## src/rtl/seq_pkg.sv

```systemverilog
// Shared types and helpers for the serial pattern generator.
package seq_pkg;

    typedef enum logic [1:0] {
        ST_IDLE  = 2'b00,
        ST_SHIFT = 2'b01,
        ST_GAP   = 2'b10,
        ST_DONE  = 2'b11
    } state_t;

    localparam logic IDLE_LVL_DEF = 1'b0;

    function automatic int clog2(input int v);
        int r;
        r = 0;
        while ((1 << r) < v) r++;
        return r;
    endfunction

endpackage

```

## src/rtl/seq_gap_timer.sv

```systemverilog
// Loadable down-counter; expired is high while the count sits at zero.
module seq_gap_timer #(
    parameter int W = 2
) (
    input  logic         clk,
    input  logic         rst_n,
    input  logic         load,
    input  logic [W-1:0] load_val,
    output logic         expired
);

    logic [W-1:0] cnt;

    always_ff @(posedge clk or negedge rst_n) begin
        if (!rst_n) begin
            cnt <= '0;
        end else if (load) begin
            cnt <= load_val;
        end else if (cnt != '0) begin
            cnt <= cnt - W'(1);
        end
    end

    assign expired = (cnt == '0);

endmodule

```

## src/rtl/seq_gen_serial.sv

```systemverilog
// Bit-serial pattern transmitter: MSB-first shift-out with optional
// repeated copies separated by idle gap cycles.
module seq_gen_serial
    import seq_pkg::*;
#(
    parameter int   MAX_LEN    = 16,
    parameter int   LEN_W      = clog2(MAX_LEN),
    parameter int   RPT_W      = 4,
    parameter int   GAP_CYCLES = 2,
    parameter logic IDLE_LVL   = IDLE_LVL_DEF
) (
    input  logic               clk,
    input  logic               rst_n,
    input  logic               pat_valid,
    output logic               pat_ready,
    input  logic [MAX_LEN-1:0] pat_data,
    input  logic [LEN_W-1:0]   pat_len,
    input  logic [RPT_W-1:0]   pat_repeat,
    input  logic               abort,
    output logic               seq_out,
    output logic               seq_valid,
    output logic               frame_start,
    output logic               done,
    output logic [1:0]         state_out
);

    // Timer holds GAP_CYCLES-1 so expiry lands in the last gap cycle.
    localparam int GAP_W = (GAP_CYCLES > 1) ? clog2(GAP_CYCLES) : 1;
    localparam logic [GAP_W-1:0] GAP_LOAD =
        GAP_W'((GAP_CYCLES > 0) ? GAP_CYCLES - 1 : 0);

    state_t               state_q, state_d;
    logic [MAX_LEN-1:0]   data_q, data_d;
    logic [LEN_W-1:0]     len_q, len_d;
    logic [LEN_W-1:0]     idx_q, idx_d;
    logic [RPT_W-1:0]     rpt_q, rpt_d;
    logic                 out_d, valid_d, fs_d, done_d, ready_d;
    logic                 gap_load, gap_expired;

    seq_gap_timer #(.W(GAP_W)) u_gap (
        .clk      (clk),
        .rst_n    (rst_n),
        .load     (gap_load),
        .load_val (GAP_LOAD),
        .expired  (gap_expired)
    );

    always_comb begin
        state_d  = state_q;
        data_d   = data_q;
        len_d    = len_q;
        idx_d    = idx_q;
        rpt_d    = rpt_q;
        out_d    = IDLE_LVL;
        valid_d  = 1'b0;
        fs_d     = 1'b0;
        done_d   = 1'b0;
        gap_load = 1'b0;
        if (abort) begin
            state_d = ST_IDLE;
        end else begin
            unique case (state_q)
                ST_IDLE: begin
                    if (pat_valid) begin
                        data_d  = pat_data;
                        len_d   = pat_len;
                        idx_d   = pat_len;
                        rpt_d   = pat_repeat;
                        state_d = ST_SHIFT;
                        out_d   = pat_data[pat_len];
                        valid_d = 1'b1;
                        fs_d    = 1'b1;
                    end
                end
                ST_SHIFT: begin
                    if (idx_q != '0) begin
                        idx_d   = idx_q - LEN_W'(1);
                        out_d   = data_q[idx_d];
                        valid_d = 1'b1;
                    end else if (rpt_q != '0) begin
                        rpt_d = rpt_q - RPT_W'(1);
                        if (GAP_CYCLES > 0) begin
                            state_d  = ST_GAP;
                            gap_load = 1'b1;
                        end else begin
                            idx_d   = len_q;
                            out_d   = data_q[len_q];
                            valid_d = 1'b1;
                            fs_d    = 1'b1;
                        end
                    end else begin
                        state_d = ST_DONE;
                        done_d  = 1'b1;
                    end
                end
                ST_GAP: begin
                    if (gap_expired) begin
                        state_d = ST_SHIFT;
                        idx_d   = len_q;
                        out_d   = data_q[len_q];
                        valid_d = 1'b1;
                        fs_d    = 1'b1;
                    end
                end
                ST_DONE: state_d = ST_IDLE;
                default: state_d = ST_IDLE;
            endcase
        end
        ready_d = (state_d == ST_IDLE);
    end

    always_ff @(posedge clk or negedge rst_n) begin
        if (!rst_n) begin
            state_q     <= ST_IDLE;
            data_q      <= '0;
            len_q       <= '0;
            idx_q       <= '0;
            rpt_q       <= '0;
            seq_out     <= IDLE_LVL;
            seq_valid   <= 1'b0;
            frame_start <= 1'b0;
            done        <= 1'b0;
            pat_ready   <= 1'b1;
        end else begin
            state_q     <= state_d;
            data_q      <= data_d;
            len_q       <= len_d;
            idx_q       <= idx_d;
            rpt_q       <= rpt_d;
            seq_out     <= out_d;
            seq_valid   <= valid_d;
            frame_start <= fs_d;
            done        <= done_d;
            pat_ready   <= ready_d;
        end
    end

    assign state_out = state_q;

endmodule

```

## config.mk

```make
export PLATFORM = sky130hd
export DESIGN_NAME = seq_gen_serial
export DESIGN_NICKNAME = d
export VERILOG_FILES = /design/src/rtl/seq_pkg.sv /design/src/rtl/seq_gap_timer.sv /design/src/rtl/seq_gen_serial.sv
export SDC_FILE = /design/constraint.sdc
export NUM_CORES = 1
export LEC_CHECK = 0
export CAP_MARGIN = 20
export CELL_PAD_IN_SITES_DETAIL_PLACEMENT = 2
export CELL_PAD_IN_SITES_GLOBAL_PLACEMENT = 2
export CORE_UTILIZATION = 35
export CTS_CLUSTER_SIZE = 16
export DETAILED_ROUTE_END_ITERATION = 10
export PLACE_DENSITY = 0.82
export REMOVE_ABC_BUFFERS = 1
export SLEW_MARGIN = 25
export SYNTH_ARGS = -nofsm -noshare
export SYNTH_HDL_FRONTEND = slang
export SYNTH_SLANG_ARGS = --single-unit
```

## constraint.sdc

```tcl
create_clock -name clk -period 2.4 [get_ports clk]
set_input_delay 0.48 -clock clk [delete_from_list [all_inputs] [get_ports clk]]
set_output_delay 0.48 -clock clk [all_outputs]
set_load 0.05 [all_outputs]
```

==> impl_results.md <==
- Initial antenna violation count: 0
- Sink Count: 36
- Max-cap violation count: 0
- Vias in the first global route: 1758
- Largest net degree at the start of global routing: 37
- Hold slack: 0.272 ns
- Die Ht: 80.4 microns
- Max IR drop VDD: 0.339 mV
- Synth Area per Inst: 11.5 sq um
- Routed via count: 1628
- CP Data Arrival Time: 2.27 ns
- Number of flops mapped to enable cells by yosys: 0
- # DRC: 0
- CP required: 2.55 ns
- Relative slew margins: 44.2%
- CP startpoint kind: primary input
- Die footprint: 0.00647 sq mm
- Area Growth Syn to Fin: 24.5%
- Clk buf depth: 2
- Static leakage: 1.10 nW
- Post-Syn Instances: 187
- Core area: 0.00592 sq mm
- Htree depth: 2
- Post-route clock period utilization: 88.1%
- Distinct cells, synth: 41
- Post-DR wirelength/cell: 20.0 microns
- Drt total wl: 5.97 mm
- Synth Flop Type: dfrtp_1
- Status: finished, final reports clean
- Fin crit period: 2.11 ns
- Worst-skew pair later-pin latency: 0.29 ns
- Total gr overflow: 0
- Max-slew violation count: 0
- Die width: 80.4 microns
- Fin. Hold Viols: 0
- Type of the most critical hold path: primary input to asynchronous set/reset pin
- CP peak stage delay: 0.72 ns
- Skew final: 0.00795 ns
- Post-CTS sizing: 0
- Clock slew at reported path FFs: 0.08 ns
- # rows: 28
- Unrepaired setup endpoints after global routing: false
- CTS Hold Bufs: 0
- Post-DP HPWL: 4.29 mm
- Syn. warnings: 0
- CP max FO: 7
- Worst path cell trace: clkdlybuf4s50_1 > inv_1 > a2111oi_0 > a311oi_1 > o21ai_0 > nand4_1
- GPL Wtd Cong: 0.748
- PD cells: 847 mW/mm^2
- Crit path max-delay family: buffers and inverters
- Port Buffers: 34
- Finish-stage setup viols: 0
- Setup repair bufs after CTS: 0
- Vias/cell: 5.46
- Sequential-to-total area share from yosys stat: 41.9%
- Crit path buf inv count: 2
- Tightest Pin Transition: 0.837 ns
- Critical path's slowest cell: clkdlybuf4s50_1
- CTS tree: yes
- Setup TNS: 0 ns
- Yosys top cell area share: 40.7%
- Share of layout cells above drive strength 1: 18.4%
- Initial DRC count: 51
- CTS Buf Count: 5
- Cell Area, Synth: 0.00215 sq mm
- Ys async rst share: 100%
- Routed Antenna Nets: 0
- Setup crit end kind: flip-flop
- Total Routing Usage GR: 20.2%
- Post-synth top area cell: dfrtp_1
- Diodes inserted: 0
- Top cells by area, synth: dfrtp_1 (41%), mux2_2 (7.8%), mux4_2 (6.3%)
- Root Buffer: clkbuf_8
- First-pass GRT wire length: 9.57 mm
- Post-synth top cells: dfrtp_1 (35), mux2_2 (15), nand2_1 (13)
- Drt first pass iters: 4
- Seq cells post-synth: 36
- CP Class: primary input to flip-flop
- Initial Util: 36.4%
- Fmax: 473 MHz
- # nets final: 259
- Count leader, synth: dfrtp_1
- IO Count: 35
[cells in the final DEF, fill, tap and decap left out, drive strengths merged, types with 6 or more instances in the layout]
cell type      instances
clkbuf                 7
nor2                  10
mux4                  10
inv                    8
a21oi                 10
mux2i                  8
buf                    7
dfrtp                 35
nand3                  6
o21ai                  8
nand2                 13
clkdlybuf4s50         33
mux2                  21
ha                     8
[logic make-up (layout without fill, tap and decap cells)]
logic type / Yosys count / after routing / share of synthesized area, %
muxes: 39 / 39 / 25.9
xor gates and xnor gates: 2 / 2 / 0.814
AOI/OAI and AO/OA: 33 / 33 / 9.99
buffers and inverters: 19 / 55 / 3.95
DFF: 36 / 36 / 41.9
and+or+nand+nor: 50 / 50 / 12.8
adders and majority gates: 8 / 8 / 4.65
[registers in the layout (all words and copies together), names as in the netlist]
| name | count |
|---|---|
| data_q | 16 |
| done | 1 |
| frame_start | 1 |
| idx_q | 4 |
| len_q | 4 |
| pat_ready | 1 |
| rpt_q | 4 |
| seq_out | 1 |
| seq_valid | 1 |
| state_out | 2 |
| u_gap.cnt | 1 |
[layout make-up]
class                           instances  area (sq um)
Inverter                                8          30.0
Timing Repair Buffer                   40           393
Fill cell                             607          3240
Multi-Input combinational cell        132          1170
Tap cell                               75          93.8
Sequential cell                        36           902
Clock buffer                            7          96.3
[stage by stage]
stage,utilization [%],cells,cell area (sq um),total power [mW],worst slack (ns)
2_1_floorplan,-,176,2100,1.48,0.164
3_3_place_gp,43.7,291,2580,1.75,0.174
3_5_place_dp,43.7,291,2580,1.80,0.0490
4_1_cts,45.3,298,2680,2.30,0.288
5_1_grt,45.3,298,2680,2.41,0.207
6_report,45.3,298,2680,2.27,0.286
[worst register-to-register path, stage by stage (launching register included)]
cell and delay (ns):
dfrtp_1 0.44, inv_1 0.13, ha_1 0.35, nand2b_1 0.20
nand3_1 0.14, a21oi_1 0.36, o21ai_1 0.14, o21ai_1 0.16
[power by group]
part           internal (mW)  leakage [nW]  total, mW  switching [mW]
Clock                  0.256        0.0503      0.477           0.221
Sequential             0.762         0.434      0.910           0.148
Combinational          0.445         0.613      0.883           0.437
Total                   1.46          1.10       2.27           0.806
[worst paths after layout]
path / startpoint / end / slack [ns] / cells past startpoint
hold / removal: rst_n / data_q[7] / 0.27 / 1
max in group asynchronous: rst_n / data_q[1] / 1.57 / 1
min in group clk: data_q[3] / data_q[3] / 0.52 / 1
hold reg to reg: data_q[3] / data_q[3] / 0.52 / 1
setup / recovery: pat_len[2] / seq_out / 0.29 / 6
setup reg to reg: state_out[0] / idx_q[3] / 0.40 / 7
[layer usage]
layer / vias to the layer above / global-route usage [%] / part of all wire, %
li1: 763 / - / -
met1: 827 / 27.0 / 45
met2: 31 / 34.0 / 51
met3: 7 / 3.07 / 2.7
met4: 0 / 5.36 / 0.99
met5: - / 0 / 0
(Power assumes the default switching activity.)
